--- src/rtl/spi_slave_stream.sv ---
// rtl/spi_slave_stream.sv - oversampled SPI mode-0 slave bridging WIDTH-bit words to a valid/ready stream
// Optional overrun counter port enabled by defining SPI_OVERRUN_COUNT_EN.
module spi_slave_stream #(
  parameter int WIDTH       = 8,
  parameter int MSB_FIRST   = 1,
  parameter int SYNC_STAGES = 2
) (
  input  logic             clk,
  input  logic             reset,
  input  logic             sck,
  input  logic             sdi,
  input  logic             ss_n,
  output logic             sdo,
  output logic [WIDTH-1:0] rx_data,
  output logic             rx_valid,
  input  logic             rx_ready,
  input  logic [WIDTH-1:0] tx_data,
  input  logic             tx_valid,
  output logic             tx_ack,
  output logic             overrun,
  output logic             busy
`ifdef SPI_OVERRUN_COUNT_EN
  ,
  output logic [7:0]       overrun_count
`endif
);

  localparam int CW = $clog2(WIDTH);

  typedef enum logic {IDLE, ACTIVE} state_t;

  state_t state, state_d;

  logic [SYNC_STAGES-1:0] sck_sr, sdi_sr, ss_sr;
  logic                   sck_prev, ss_prev;
  logic                   sck_s, sdi_s, ss_s;
  logic                   sck_rise, sck_fall, ss_fall;

  logic [CW-1:0]          bit_cnt;
  logic [WIDTH-1:0]       rx_sh, tx_sh;
  logic [WIDTH-1:0]       rx_next, tx_next;

  logic                   load_tx, clr_cnt, rise_en, fall_en, word_done;

  always_ff @(posedge clk or posedge reset) begin
    if (reset) begin
      sck_sr   <= '0;
      sdi_sr   <= '0;
      ss_sr    <= '1;
      sck_prev <= 1'b0;
      ss_prev  <= 1'b1;
    end else begin
      sck_sr   <= {sck_sr[SYNC_STAGES-2:0], sck};
      sdi_sr   <= {sdi_sr[SYNC_STAGES-2:0], sdi};
      ss_sr    <= {ss_sr[SYNC_STAGES-2:0], ss_n};
      sck_prev <= sck_sr[SYNC_STAGES-1];
      ss_prev  <= ss_sr[SYNC_STAGES-1];
    end
  end

  assign sck_s    = sck_sr[SYNC_STAGES-1];
  assign sdi_s    = sdi_sr[SYNC_STAGES-1];
  assign ss_s     = ss_sr[SYNC_STAGES-1];
  assign sck_rise = sck_s & ~sck_prev;
  assign sck_fall = ~sck_s & sck_prev;
  assign ss_fall  = ~ss_s & ss_prev;

  always_ff @(posedge clk or posedge reset) begin
    if (reset) state <= IDLE;
    else       state <= state_d;
  end

  // The sck fall that follows a word's last rise is skipped (counter is 0 then),
  // otherwise it would shift away the first bit of the freshly reloaded word.
  always_comb begin
    state_d = state;
    clr_cnt = 1'b0;
    rise_en = 1'b0;
    fall_en = 1'b0;
    case (state)
      IDLE: begin
        if (ss_fall) begin
          state_d = ACTIVE;
          clr_cnt = 1'b1;
        end
      end
      ACTIVE: begin
        if (ss_s) begin
          state_d = IDLE;
          clr_cnt = 1'b1;
        end else begin
          rise_en = sck_rise;
          fall_en = sck_fall && (bit_cnt != '0);
        end
      end
      default: state_d = IDLE;
    endcase
  end

  assign word_done = rise_en && (bit_cnt == CW'(WIDTH - 1));
  assign load_tx   = (state == IDLE && ss_fall) || word_done;

  always_comb begin
    if (MSB_FIRST != 0) begin
      rx_next = {rx_sh[WIDTH-2:0], sdi_s};
      tx_next = {tx_sh[WIDTH-2:0], 1'b0};
    end else begin
      rx_next = {sdi_s, rx_sh[WIDTH-1:1]};
      tx_next = {1'b0, tx_sh[WIDTH-1:1]};
    end
  end

  always_ff @(posedge clk or posedge reset) begin
    if (reset) begin
      bit_cnt  <= '0;
      rx_sh    <= '0;
      tx_sh    <= '0;
      rx_data  <= '0;
      rx_valid <= 1'b0;
      tx_ack   <= 1'b0;
      overrun  <= 1'b0;
    end else begin
      tx_ack  <= 1'b0;
      overrun <= 1'b0;
      if (rx_valid && rx_ready) rx_valid <= 1'b0;
      if (clr_cnt) bit_cnt <= '0;
      if (rise_en) begin
        rx_sh   <= rx_next;
        bit_cnt <= word_done ? '0 : bit_cnt + 1'b1;
      end
      if (word_done) begin
        if (!rx_valid || rx_ready) begin
          rx_data  <= rx_next;
          rx_valid <= 1'b1;
        end else begin
          overrun <= 1'b1;
        end
      end
      if (load_tx) begin
        if (tx_valid) begin
          tx_sh  <= tx_data;
          tx_ack <= 1'b1;
        end else begin
          tx_sh <= '0;
        end
      end else if (fall_en) begin
        tx_sh <= tx_next;
      end
    end
  end

`ifdef SPI_OVERRUN_COUNT_EN
  always_ff @(posedge clk or posedge reset) begin
    if (reset)                            overrun_count <= 8'd0;
    else if (overrun && overrun_count != 8'hFF) overrun_count <= overrun_count + 8'd1;
  end
`endif

  assign busy = (state == ACTIVE);
  assign sdo  = busy && ((MSB_FIRST != 0) ? tx_sh[WIDTH-1] : tx_sh[0]);

endmodule

--- config.mk ---
export PLATFORM = sky130hd
export DESIGN_NAME = spi_slave_stream
export DESIGN_NICKNAME = d
export VERILOG_FILES = /design/src/rtl/spi_slave_stream.sv
export SDC_FILE = /design/constraint.sdc
export NUM_CORES = 1
export LEC_CHECK = 0
export BUFFER_PORTS_ARGS = -buffer_cell sky130_fd_sc_hd__buf_2
export CORE_UTILIZATION = 30
export CTS_CLUSTER_SIZE = 24
export DETAILED_ROUTE_END_ITERATION = 8
export MAX_ROUTING_LAYER = met4
export PLACE_DENSITY = 0.55
export SLEW_MARGIN = 40
export SYNTH_ARGS = -nofsm -noshare
export SYNTH_HDL_FRONTEND = slang
export SYNTH_SLANG_ARGS = --single-unit
--- constraint.sdc ---
create_clock -name clk -period 3 [get_ports clk]
set_clock_uncertainty 0.2 [all_clocks]
set_input_delay 0.6 -clock clk [delete_from_list [all_inputs] [get_ports clk]]
set_output_delay 0.6 -clock clk [all_outputs]
set_load 0.01 [all_outputs]
==> qor.yml <==
status:
  status: "complete, no violations"
final_layout:
  diodes: 0
  fin_cells: 223
  stdcell_area_mm2: 0.00192
  nNetsFinal: 170
  areaGrowthSynthToFinish_pct: 18.0
  drive_gt1_share_pct: 37.9
sta:
  finalSetupTns_ns: 0
  finalMaxSlewViolations: 0
  rsz0062_at_grt: "false"
  fin_crit_sh_pct: 64.1
  fin_crit_ns: 1.92
  worst_pin_slew_ns: 0.485
  hold_viol: 0
  setup_viol: 0
  fmax_mhz: 520
  slew-limit-headroom_pct: 67.7
critical_path:
  startpoint_type: "register"
  slowest_delay_ns: 0.50
  r2r-start: "bit_cnt[0]$_DFFE_PP0P_"
  crit_required_ns: 2.20
  crit_chain: "and2_1 > buf_2"
  crit_slowest_cell: "dfrtp_1"
  arrival_ns: 1.12
  worstSetupPathType: "reg2out"
  crit_start: "busy$_DFF_PP0_"
  path_buf_inv: 1
  worstPathMaxFanout: 10
  end_kind: "primary output"
  crit_family: "flip-flops"
die:
  initial_core_util_pct: 31.5
  num_rows: 26
  coreArea_mm2: 0.00517
  num_io_pins: 28
  die_area_mm2: 0.00573
  dieHeight_um: 75.7
  die_width_um: 75.7
clocking:
  ctsResizeCount: 0
  cts.sinks: 38
  htree_levels: 2
  cts_buffer_depth: 2
  cts-buffers-inserted: 5
  clkLatencyLatePin_ns: 0.29
  cts_tree: "built"
  cts.clk_slew.worst_paths_ns: 0.07
  cts_hold_buf: 0
  clockRootBuffer: "clkbuf_8"
  cts_setup_buffers: 0
synthesis:
  yosysSeqAreaShare_pct: 58.6
  syn-num-nets: 142
  async_flop_share_pct: 100
  syn_area_mm2: 0.00163
  ys_ff_latch: 38
  yosysUniqueCellTypes: 30
  synth-warning-count: 0
  ys.flop_type: "dfrtp_1"
  avgSynthCellArea_um2: 13.1
  synth_edf_count: 0
  postSynthCellCount: 124
grt:
  track_usage_pct: 13.0
  antenna_found_initial: 0
  grt-ovfl-total: 0
  grt_pass1_vias: 1099
  grt_max_degree: 39
  grt_pass1_wl_mm: 5.17
min_path:
  hold_class: "reg2reg"
  hp-start: "sck_sr[0]$_DFF_PP0_"
placed_design:
  post-place-cells: 215
  placed_area_mm2: 0.00181
  io_buffers: 27
  place.gp.congestion: 0.787
  dp_hpwl_mm: 2.08
flow_run:
  cap_viol_max_count: 0
route:
  firstDrtPassIters: 4
  vias: 1055
  drtAntennaViolNets: 0
  wl_mm: 3.01
  vias_per_cell: 4.73
  wire_per_inst_um: 13.5
  first_iter_violations: 87
  drcViolationCount: 0
pwr:
  leakage_nw: 0.928
  p_int_mw: 0.870
  power.switching_mw: 0.253
  ir_drop_v: 0.000292
  seqPwrFrac_pct: 52.1
  cellPowerDensity_mw_per_mm2: 584
  swShare_pct: 22.5
  power_frac_clock_pct: 39.9
  combPwrFrac_pct: 7.9
[synthesized netlist by cell type (all sizes together), types with 2 or more instances]
cell type  instances  area share (%)
dfrtp             35              54
and4bb             2             1.8
ha                 3             2.3
mux2              15              10
nand2              3            0.69
a221oi             7             3.8
buf                6             3.1
dfstp              3             4.8
nand3              9             3.5
a31oi              7             2.7
nand2b             4             1.5
inv                5             1.2
nor2               4            0.92
nor2b              3             1.2
o21ai              8             2.5
[path summary, 6_finish.rpt]
check / end / slack (ns) / cells after the start
setup reg to reg: tx_sh[0]$_DFFE_PP0P_ / 1.12 / 5
min in group asynchronous: bit_cnt[1]$_DFFE_PP0P_ / 0.21 / 3
max in group asynchronous: ss_prev$_DFF_PP1_ / 2.03 / 3
hold reg to reg: sck_sr[1]$_DFF_PP0_ / 0.15 / 0
hold / removal: sck_sr[1]$_DFF_PP0_ / 0.15 / 0
setup / recovery: sdo / 1.08 / 2
[state kept, by name, summed over array words and instances (netlist names), 2 cells and up]
signal	count
rx_data	8
tx_sh	8
rx_sh	7
bit_cnt	3
sck_sr	2
sdi_sr	2
ss_sr	2
[cell families (layout without fill, tap and decap cells)]
family	Yosys count	after routing	synth area share, %
muxes	16	16	11.0
DFF	38	38	58.6
and+or+nand+nor	28	28	12.1
adders and majority gates	3	3	2.30
buffers and inverters	12	41	4.45
AOI/OAI and AO/OA	27	27	11.5
[power by group through the flow]
stage               logic (mW)  registers, mW  clock network [mW]
CTS                     0.0906          0.586               0.458
global placement        0.0873          0.594                   0
detailed placement      0.0902          0.596                   0
global route             0.101          0.592               0.488
finish                  0.0892          0.586               0.448
floorplan               0.0739          0.583                   0
[stage by stage]
step	setup slack [ns]	hold WS (ns)	util (%)	power, mW
detailed placement	1.14	0.138	34.9	0.686
finish	1.08	0.151	37.2	1.12
global placement	1.17	0.136	34.9	0.681
global route	0.982	0.170	37.2	1.18
floorplan	1.32	0.131	-	0.657
CTS	1.07	0.154	37.2	1.13
[cell type report]
class	instances	area, µm²
clock buffer	7	86.3
clock inverter	1	30.0
fill	506	3250
inverter	5	18.8
multi-input combinational	74	602
sequential	38	955
tap	70	87.6
timing repair buffer	28	143
[cell usage in the layout, fill, tap and decap left out, drive strengths merged]
master | netlist | layout
a21o | 1 | 1
dfrtp | 35 | 35
inv | 5 | 5
nand2 | 3 | 3
nand3 | 9 | 9
nand4b | 1 | 1
and4bb | 2 | 2
a32o | 1 | 1
nor2 | 4 | 4
bufinv | 0 | 1
o22ai | 1 | 1
a221oi | 7 | 7
a31oi | 7 | 7
clkbuf | 1 | 7
mux2i | 1 | 1
o21ai | 8 | 8
nand2b | 4 | 4
a21bo | 1 | 1
ha | 3 | 3
and2 | 1 | 1
dfstp | 3 | 3
buf | 6 | 28
a22o | 1 | 1
nand4bb | 1 | 1
mux2 | 15 | 15
nor2b | 3 | 3
[layer usage]
| metal | wire length, µm | vias up | track usage, % | part of all wire (%) |
|---|---|---|---|---|
| met3 | 172 | 6 | 5.16 | 5.7 |
| met2 | 1320 | 31 | 18.8 | 44 |
| met5 | 0 | - | - | 0 |
| met1 | 1470 | 514 | 16.5 | 49 |
| li1 | - | 504 | - | - |
| met4 | 46 | 0 | 4.32 | 1.5 |
Power figures use the tool's default switching activity.
